`config.mk`:
```
export PLATFORM = sky130hd
export DESIGN_NAME = uart_cmd_assembler
export DESIGN_NICKNAME = d
export VERILOG_FILES = /design/src/rtl/segway_uart_pkg.sv /design/src/rtl/uart_cmd_assembler_timeout_timer.sv /design/src/rtl/uart_cmd_assembler.sv
export SDC_FILE = /design/constraint.sdc
export NUM_CORES = 1
export LEC_CHECK = 0
export BUFFER_PORTS_ARGS = -buffer_cell sky130_fd_sc_hd__buf_2
export CORE_MARGIN = 3
export CORE_UTILIZATION = 60
export CTS_CLUSTER_SIZE = 24
export DETAILED_ROUTE_END_ITERATION = 10
export GPL_ROUTABILITY_DRIVEN = 1
export PLACE_DENSITY = 0.83
export SYNTH_ARGS = -nofsm -noshare
export SYNTH_HDL_FRONTEND = slang
export SYNTH_SLANG_ARGS = --single-unit
```
`constraint.sdc`:
```
create_clock -name clk -period 5.9 [get_ports clk]
set_input_delay 0.885 -clock clk [delete_from_list [all_inputs] [get_ports clk]]
set_output_delay 0.885 -clock clk [all_outputs]
set_load 0.005 [all_outputs]
```
`src/rtl/segway_uart_pkg.sv`:
```
// Shared definitions for the UART command path.
//   asm_state_t : state of the byte-pair assembler
//   CMD_W       : width of an assembled command word
//   BYTE_W      : width of one received UART byte
package segway_uart_pkg;

  typedef enum logic {
    IDLE     = 1'b0,   // awaiting the high byte
    WAIT_LOW = 1'b1    // high byte held, awaiting the low byte
  } asm_state_t;

  localparam int CMD_W  = 16;
  localparam int BYTE_W = 8;

endpackage

```
`src/rtl/uart_cmd_assembler_timeout_timer.sv`:
```
// Loadable down-counter bounding the gap between the two bytes of a command.
// Ports:
//   clk, rst_n : clock, asynchronous active-low reset (counter clears to 0)
//   load       : reload the counter with TIMEOUT_CYCLES-1 (wins over en)
//   en         : count down by one while non-zero
//   expired    : counter is at zero while enabled (combinational)
module timeout_timer #(
  parameter int TIMEOUT_CYCLES = 1000000,
  localparam int TMR_W = $clog2(TIMEOUT_CYCLES + 1)
) (
  input  logic clk,
  input  logic rst_n,
  input  logic load,
  input  logic en,
  output logic expired
);

  logic [TMR_W-1:0] cnt;

  always_ff @(posedge clk or negedge rst_n) begin
    if (!rst_n) begin
      cnt <= '0;
    end else if (load) begin
      cnt <= TMR_W'(TIMEOUT_CYCLES - 1);
    end else if (en && (cnt != '0)) begin
      // Holds at zero rather than wrapping.
      cnt <= cnt - TMR_W'(1);
    end
  end

  assign expired = (cnt == '0) & en;

endmodule

```
`src/rtl/uart_cmd_assembler.sv`:
```
// Pairs bytes from the UART receiver, high byte first, into 16-bit commands.
//
// Handshake (receiver side): rx_rdy is a level that stays high until the
// receiver sees clr_rx_rdy at a clock edge. clr_rx_rdy is a combinational
// one-cycle pulse raised in the same cycle rx_rdy is seen, so each byte is
// consumed exactly once. Handshake (consumer side): cmd_rdy is a level held
// until clr_cmd_rdy is seen at a clock edge; cmd stays stable while cmd_rdy=1
// unless a newer command overwrites it (flagged by overrun).
//
// Ports:
//   clk, rst_n   : clock, asynchronous active-low reset
//   rx_rdy       : receiver byte valid (level)
//   rx_data      : received byte
//   clr_rx_rdy   : consumes the current byte (combinational)
//   clr_cmd_rdy  : consumer acknowledge of cmd
//   cmd          : assembled command {high, low}
//   cmd_rdy      : command valid (level)
//   overrun      : one-cycle pulse, new command replaced an unacknowledged one
//   frame_err    : one-cycle pulse, low byte did not arrive in time
module uart_cmd_assembler
  import segway_uart_pkg::*;
#(
  parameter int TIMEOUT_CYCLES = 1000000
) (
  input  logic              clk,
  input  logic              rst_n,
  input  logic              rx_rdy,
  input  logic [BYTE_W-1:0] rx_data,
  output logic              clr_rx_rdy,
  input  logic              clr_cmd_rdy,
  output logic [CMD_W-1:0]  cmd,
  output logic              cmd_rdy,
  output logic              overrun,
  output logic              frame_err
);

  asm_state_t        state;
  logic [BYTE_W-1:0] high_byte;
  logic              tmr_load;
  logic              tmr_en;
  logic              tmr_expired;

  // Both states accept a byte, so a byte is taken whenever one is offered.
  assign clr_rx_rdy = rx_rdy & ((state == IDLE) || (state == WAIT_LOW));

  // Timer starts on high-byte capture and only runs while the low byte is
  // absent; an arriving byte therefore masks expiry in the race cycle.
  assign tmr_load = (state == IDLE) & rx_rdy;
  assign tmr_en   = (state == WAIT_LOW) & ~rx_rdy;

  timeout_timer #(
    .TIMEOUT_CYCLES(TIMEOUT_CYCLES)
  ) u_timer (
    .clk    (clk),
    .rst_n  (rst_n),
    .load   (tmr_load),
    .en     (tmr_en),
    .expired(tmr_expired)
  );

  always_ff @(posedge clk or negedge rst_n) begin
    if (!rst_n) begin
      state     <= IDLE;
      high_byte <= '0;
      cmd       <= '0;
      cmd_rdy   <= 1'b0;
      overrun   <= 1'b0;
      frame_err <= 1'b0;
    end else begin
      overrun   <= 1'b0;
      frame_err <= 1'b0;

      // Acknowledge first; a completion below overrides it.
      if (clr_cmd_rdy) begin
        cmd_rdy <= 1'b0;
      end

      case (state)
        IDLE: begin
          if (rx_rdy) begin
            high_byte <= rx_data;
            state     <= WAIT_LOW;
          end
        end

        WAIT_LOW: begin
          if (rx_rdy) begin
            cmd     <= {high_byte, rx_data};
            cmd_rdy <= 1'b1;
            // An acknowledge in the same cycle retires the old command,
            // so nothing is lost.
            overrun <= cmd_rdy & ~clr_cmd_rdy;
            state   <= IDLE;
          end else if (tmr_expired) begin
            frame_err <= 1'b1;
            high_byte <= '0;
            state     <= IDLE;
          end
        end

        default: begin
          state <= IDLE;
        end
      endcase
    end
  end

endmodule

```
Word-level counts from Yosys, hierarchy flattened --
Index checks and enable logic that the tools add are counted.
Word-level totals: bits in registers 48, latch bits 0, RAM bits 0, bits in read-only memories 0, input port bits 12, word-level logic and storage cells 42, memories 0
Cells by class: add/sub/neg operators 1, multiply operators 0, div/mod/pow operators 0, magnitude comparators 0, equality and inequality tests 3, shifts and indexed selects 0, multiplexer cells 18, bitwise operators 7, reductions and logical operators 6
Operator list (count):
- 20-bit two-way mux | 2
- 8-bit two-way mux | 3
- 20-bit logical NOT | 1
- 20-bit nonzero test | 1
- 20-bit by 1-bit subtractor with 20-bit output (second input constant) | 1
- 8-bit case mux with 2 select lines | 1
- 1-bit two-way mux | 11
- 1-bit bitwise AND | 4
- 2-bit inequality test (second input constant) | 2
- 1-bit inverter | 3
- 3-bit AND reduction | 1
- 2-bit by 1-bit inequality test with 1-bit output (second input constant) | 1
- 1-bit case mux with 2 select lines | 1
- 2-bit AND reduction | 1
- 2-bit nonzero test | 1
- 1-bit logical AND | 1

Longest topological paths before layout --
word-level depth 6, depth in mapped cells 7

Modules after synthesis --
Synthesis repeated with hierarchy kept, for this count alone.
Second synthesis, totals: cell total of the unflattened synthesis 230, area total of the unflattened synthesis 2443.6 um2
By module, submodules not included:
- timeout_timer | instances 1, cells each 145, area an instance 1312.5 um2, seq. area each 500.5 um2
- uart_cmd_assembler | instances 1, cells each 85, area an instance 1131.1 um2, seq. area each 700.7 um2

Worst setup path after synthesis --
Ideal clock, no wire load.
kind input to register, from input port rx_rdy, to register u_timer.cnt[13], setup time 0.136 ns, arrival time 2.317 ns, data required time 5.764 ns, path slack 3.447 ns, cell stages on the path 5, path through or4b_1 > or4_1 > buf_4 > o311ai_2 > o41ai_2
On the way: longest elaborated chain between the ends 4
Ends and longest elaborated chain:
- start, declared | line uart_cmd_assembler.sv:27 | input logic rx_rdy,
- 1-bit inverter | line uart_cmd_assembler.sv:49 | assign tmr_en = (state == WAIT_LOW) & ~rx_rdy;
- 1-bit bitwise AND | line uart_cmd_assembler.sv:49
- 1-bit logical AND | line uart_cmd_assembler_timeout_timer.sv:25 | end else if (en && (cnt != '0)) begin
- 2-bit nonzero test (no source line)
- end signal, assigned | line uart_cmd_assembler_timeout_timer.sv:24 | cnt <= TMR_W'(TIMEOUT_CYCLES - 1);
- end signal, assigned | line uart_cmd_assembler_timeout_timer.sv:27 | cnt <= cnt - TMR_W'(1);
- end, declared | line uart_cmd_assembler_timeout_timer.sv:18 | logic [TMR_W-1:0] cnt;
Parallel ways exist; a longest one is shown, timed or not. A chain may end at the register's enable or synchronous reset.

Worst setup path after layout --
from input port rx_rdy, to register u_timer.cnt[9]
Same word-level chain as after synthesis.

==> results.cfg <==
[pwr]
p_leak_uw = 0.001087
p_seq_frac = 0.502
p_clk_frac = 0.328
pwr-share-comb = 0.171
power_uw = 834.0
peakVddDrop_v = 0.0002973
switching_power_uw = 209.2
power_density_nw_per_um2 = 326.6
netSwitchingFraction = 0.2508
internal_power_uw = 624.8

[clock_tree]
clockBufferDepth = 2
cts_root_buffer = clkbuf_8
postCtsSetupBuffers = 0
clock_latency_ns = 0.30
cts.sinks = 48
tritoncts = built
cts-resized-gates = 0
htree_levels = 2
cts_hold_buf = 0
cts_inserted_buffers = 5
cts.clk_slew.worst_paths_ns = 0.08

[finish]
syn2layout_area_growth_pct = 13.64
fillers = 248
multi_input_area_sq_um = 988.4
nets = 243
fin_util = 0.7363
antennaDiodeCount = 0
drive_gt1_frac = 0.2882
seqCellArea_sq_um = 1201

[global_routing]
grt_overflow = 0
antenna_found_initial = 0
grt_pass1_vias = 1623
grtUsageTotal = 0.2184
grt_first_pass_wirelength_um = 7424
grt_max_degree = 49

[hold_path]
hold_class = register to register

[sta]
rsz0062_at_grt = no
hold_slack_ns = 0.5060
tightest_slew_ns = 1.003
finalHoldViolations = 0
post-route-min-period_ns = 2.493
fmax_ghz = 0.4011
setup_viol = 0
fin_worst_skew_ns = 0.006116
relSlewSlack = 0.3311
post-route-period-util = 0.4225
tns_ns = 0
slew_viol_final = 0

[setup_path]
crit_required_ns = 6.12
r2r_slack_ns = 3.71
endpoint = u_timer.cnt[9]$_DFFE_PN0P_
slowest_delay_ns = 0.67
crit_path_end_kind = register
path_depth = 5
arrival_ns = 2.71
worstSetupStartpoint = rx_rdy
regToRegStartpoint = u_timer.cnt[6]$_DFFE_PN0P_
crit_family = simple AND/OR/NAND/NOR gates
slowest_stage = or4_1
cp_max_fo = 10
startpoint_type = input pin
path_class = input pin to register
path_cells = buf_2 > or4b_1 > or4_1 > nor4_2 > mux2i_1
critPathBufInv = 1
rr_endpoint = u_timer.cnt[9]$_DFFE_PN0P_
rr_worst_depth = 4

[yosys]
synthTopCellsByArea = dfrtp_1 53%, mux2_2 8.0%, mux2i_1 6.2%
synth_area_sq_um = 2247
syn_nets = 213
ys_seq_area_frac = 0.5345
synth_area_leader_cell = dfrtp_1
async_flop_share = 1.000
syn-instance-count = 199
syn_avg_cell_area_sq_um = 11.29
ys_seq_elements = 48
synth_edf_count = 0
ys_warn_count = 0
synthMuxAreaShare = 0.1425
synth_top_family_by_area = simple AND/OR/NAND/NOR gates
synth_top_area_frac = 0.5345
synth-compound-area-share = 0.07071
yosys.area_share.simple = 0.2155
synth_xor_area_frac = 0
synthFlopType = dfrtp_1
synth_cell_types = 39
synth_fa_ha_area_frac = 0.01114

[drt]
drc_errors = 0
viasPerCell = 5.796
drt_pre_antenna_iters = 4
antenna_left = 0
drt-total-wl_um = 4281
drt-initial-drc-count = 99
wl_per_cell_um = 15.57
vias = 1594

[die]
die_w_um = 67.20
io_pins = 32
coreArea_sq_um = 3468
row_count = 21
initial_core_util = 0.6479
die_area_sq_um = 4516
fp.dieH_um = 67.20

[place]
dpl.hpwl_um = 2997
io_buffer_count = 31
gp_congestion = 0.8913

[job]
drv_cap = 0

[outcome]
status = finished, final reports clean
[cell usage after synthesis, drive strengths merged, types with 2 or more instances]
library cell / instances
clkbuf: 6
nor2b: 6
nor2: 13
o311ai: 3
inv: 4
o31ai: 2
nor4b: 2
mux2: 16
o21ai: 13
nand2: 26
or2: 2
o41ai: 2
nand2b: 2
or3: 6
nor3: 5
mux2i: 14
dfrtp: 48
ha: 2
or4: 5
buf: 3
nor4: 9
[worst min-delay path by stage]
stage                          startpoint                         end  slack [ns]  cells after the start
2_1_floorplan  u_timer.cnt[4]$_DFFE_PN0P_  u_timer.cnt[4]$_DFFE_PN0P_        0.45                      1
3_3_place_gp   u_timer.cnt[4]$_DFFE_PN0P_  u_timer.cnt[4]$_DFFE_PN0P_        0.47                      1
3_5_place_dp   u_timer.cnt[4]$_DFFE_PN0P_  u_timer.cnt[4]$_DFFE_PN0P_        0.49                      1
4_1_cts        u_timer.cnt[4]$_DFFE_PN0P_  u_timer.cnt[4]$_DFFE_PN0P_        0.50                      1
5_1_grt          high_byte[3]$_DFFE_PN0P_         cmd[11]$_DFFE_PN0P_        0.52                      1
6_report               cmd[8]$_DFFE_PN0P_          cmd[8]$_DFFE_PN0P_        0.51                      1
[through the flow]
| step | cells | instance area (sq um) | setup slack (ns) |
|---|---|---|---|
| 6_report | 275 | 2554 | 3.407 |
| 5_1_grt | 275 | 2554 | 3.257 |
| 4_1_cts | 275 | 2554 | 3.391 |
| 3_5_place_dp | 268 | 2425 | 3.085 |
| 3_3_place_gp | 268 | 2425 | 3.147 |
| 2_1_floorplan | 199 | 2247 | 3.447 |
[power groups by stage]
stage | clock (uW) | combinational, uW | sequential (uW)
after floorplan | 0 | 75.8 | 423
after global placement | 0 | 138 | 419
after detailed placement | 0 | 146 | 425
after CTS | 277 | 147 | 419
after global routing | 288 | 162 | 426
final | 273 | 142 | 418
[kinds of logic (layout without fill, tap and decap cells)]
logic type | after synthesis | count (layout)
AOI/OAI and AO/OA | 23 | 23
adders and majority gates | 2 | 2
buffers and inverters | 13 | 43
DFF | 48 | 48
muxes | 30 | 30
and+or+nand+nor | 83 | 83
[layout make-up]
cell class                      instances  area share
Timing Repair Buffer                   32     0.06369
Clock inverter                          2     0.02352
Inverter                                4    0.005879
Tap cell                               46     0.02254
Multi-Input combinational cell        138      0.3871
Clock buffer                            5     0.02695
Sequential cell                        48      0.4704
[per-layer routing]
metal	global-route usage	routed length (um)
met1	0.2558	1797
met2	0.3963	2268
met3	0.04160	149
met4	0.07848	65
met5	0	0
[sequential cells by signal (all words and copies together), names as in the netlist]
register,count
high_byte,8
cmd,16
state,1
cmd_rdy,1
frame_err,1
u_timer.cnt,20
overrun,1
[layout by cell type (no fill, tap or decap), types with 2 or more instances in the layout]
master	n
dfrtp_1	48
buf_2	31
nand2_1	26
mux2_2	16
mux2i_1	14
nor2_1	13
o21ai_0	13
nor4_1	6
nor2b_1	6
or3_1	5
or4_1	5
clkbuf_8	5
inv_1	4
nor3_1	4
nor4_2	3
nand2b_1	2
or2_2	2
o31ai_1	2
ha_1	2
bufinv_16	2
Power figures use the tool's default switching activity.
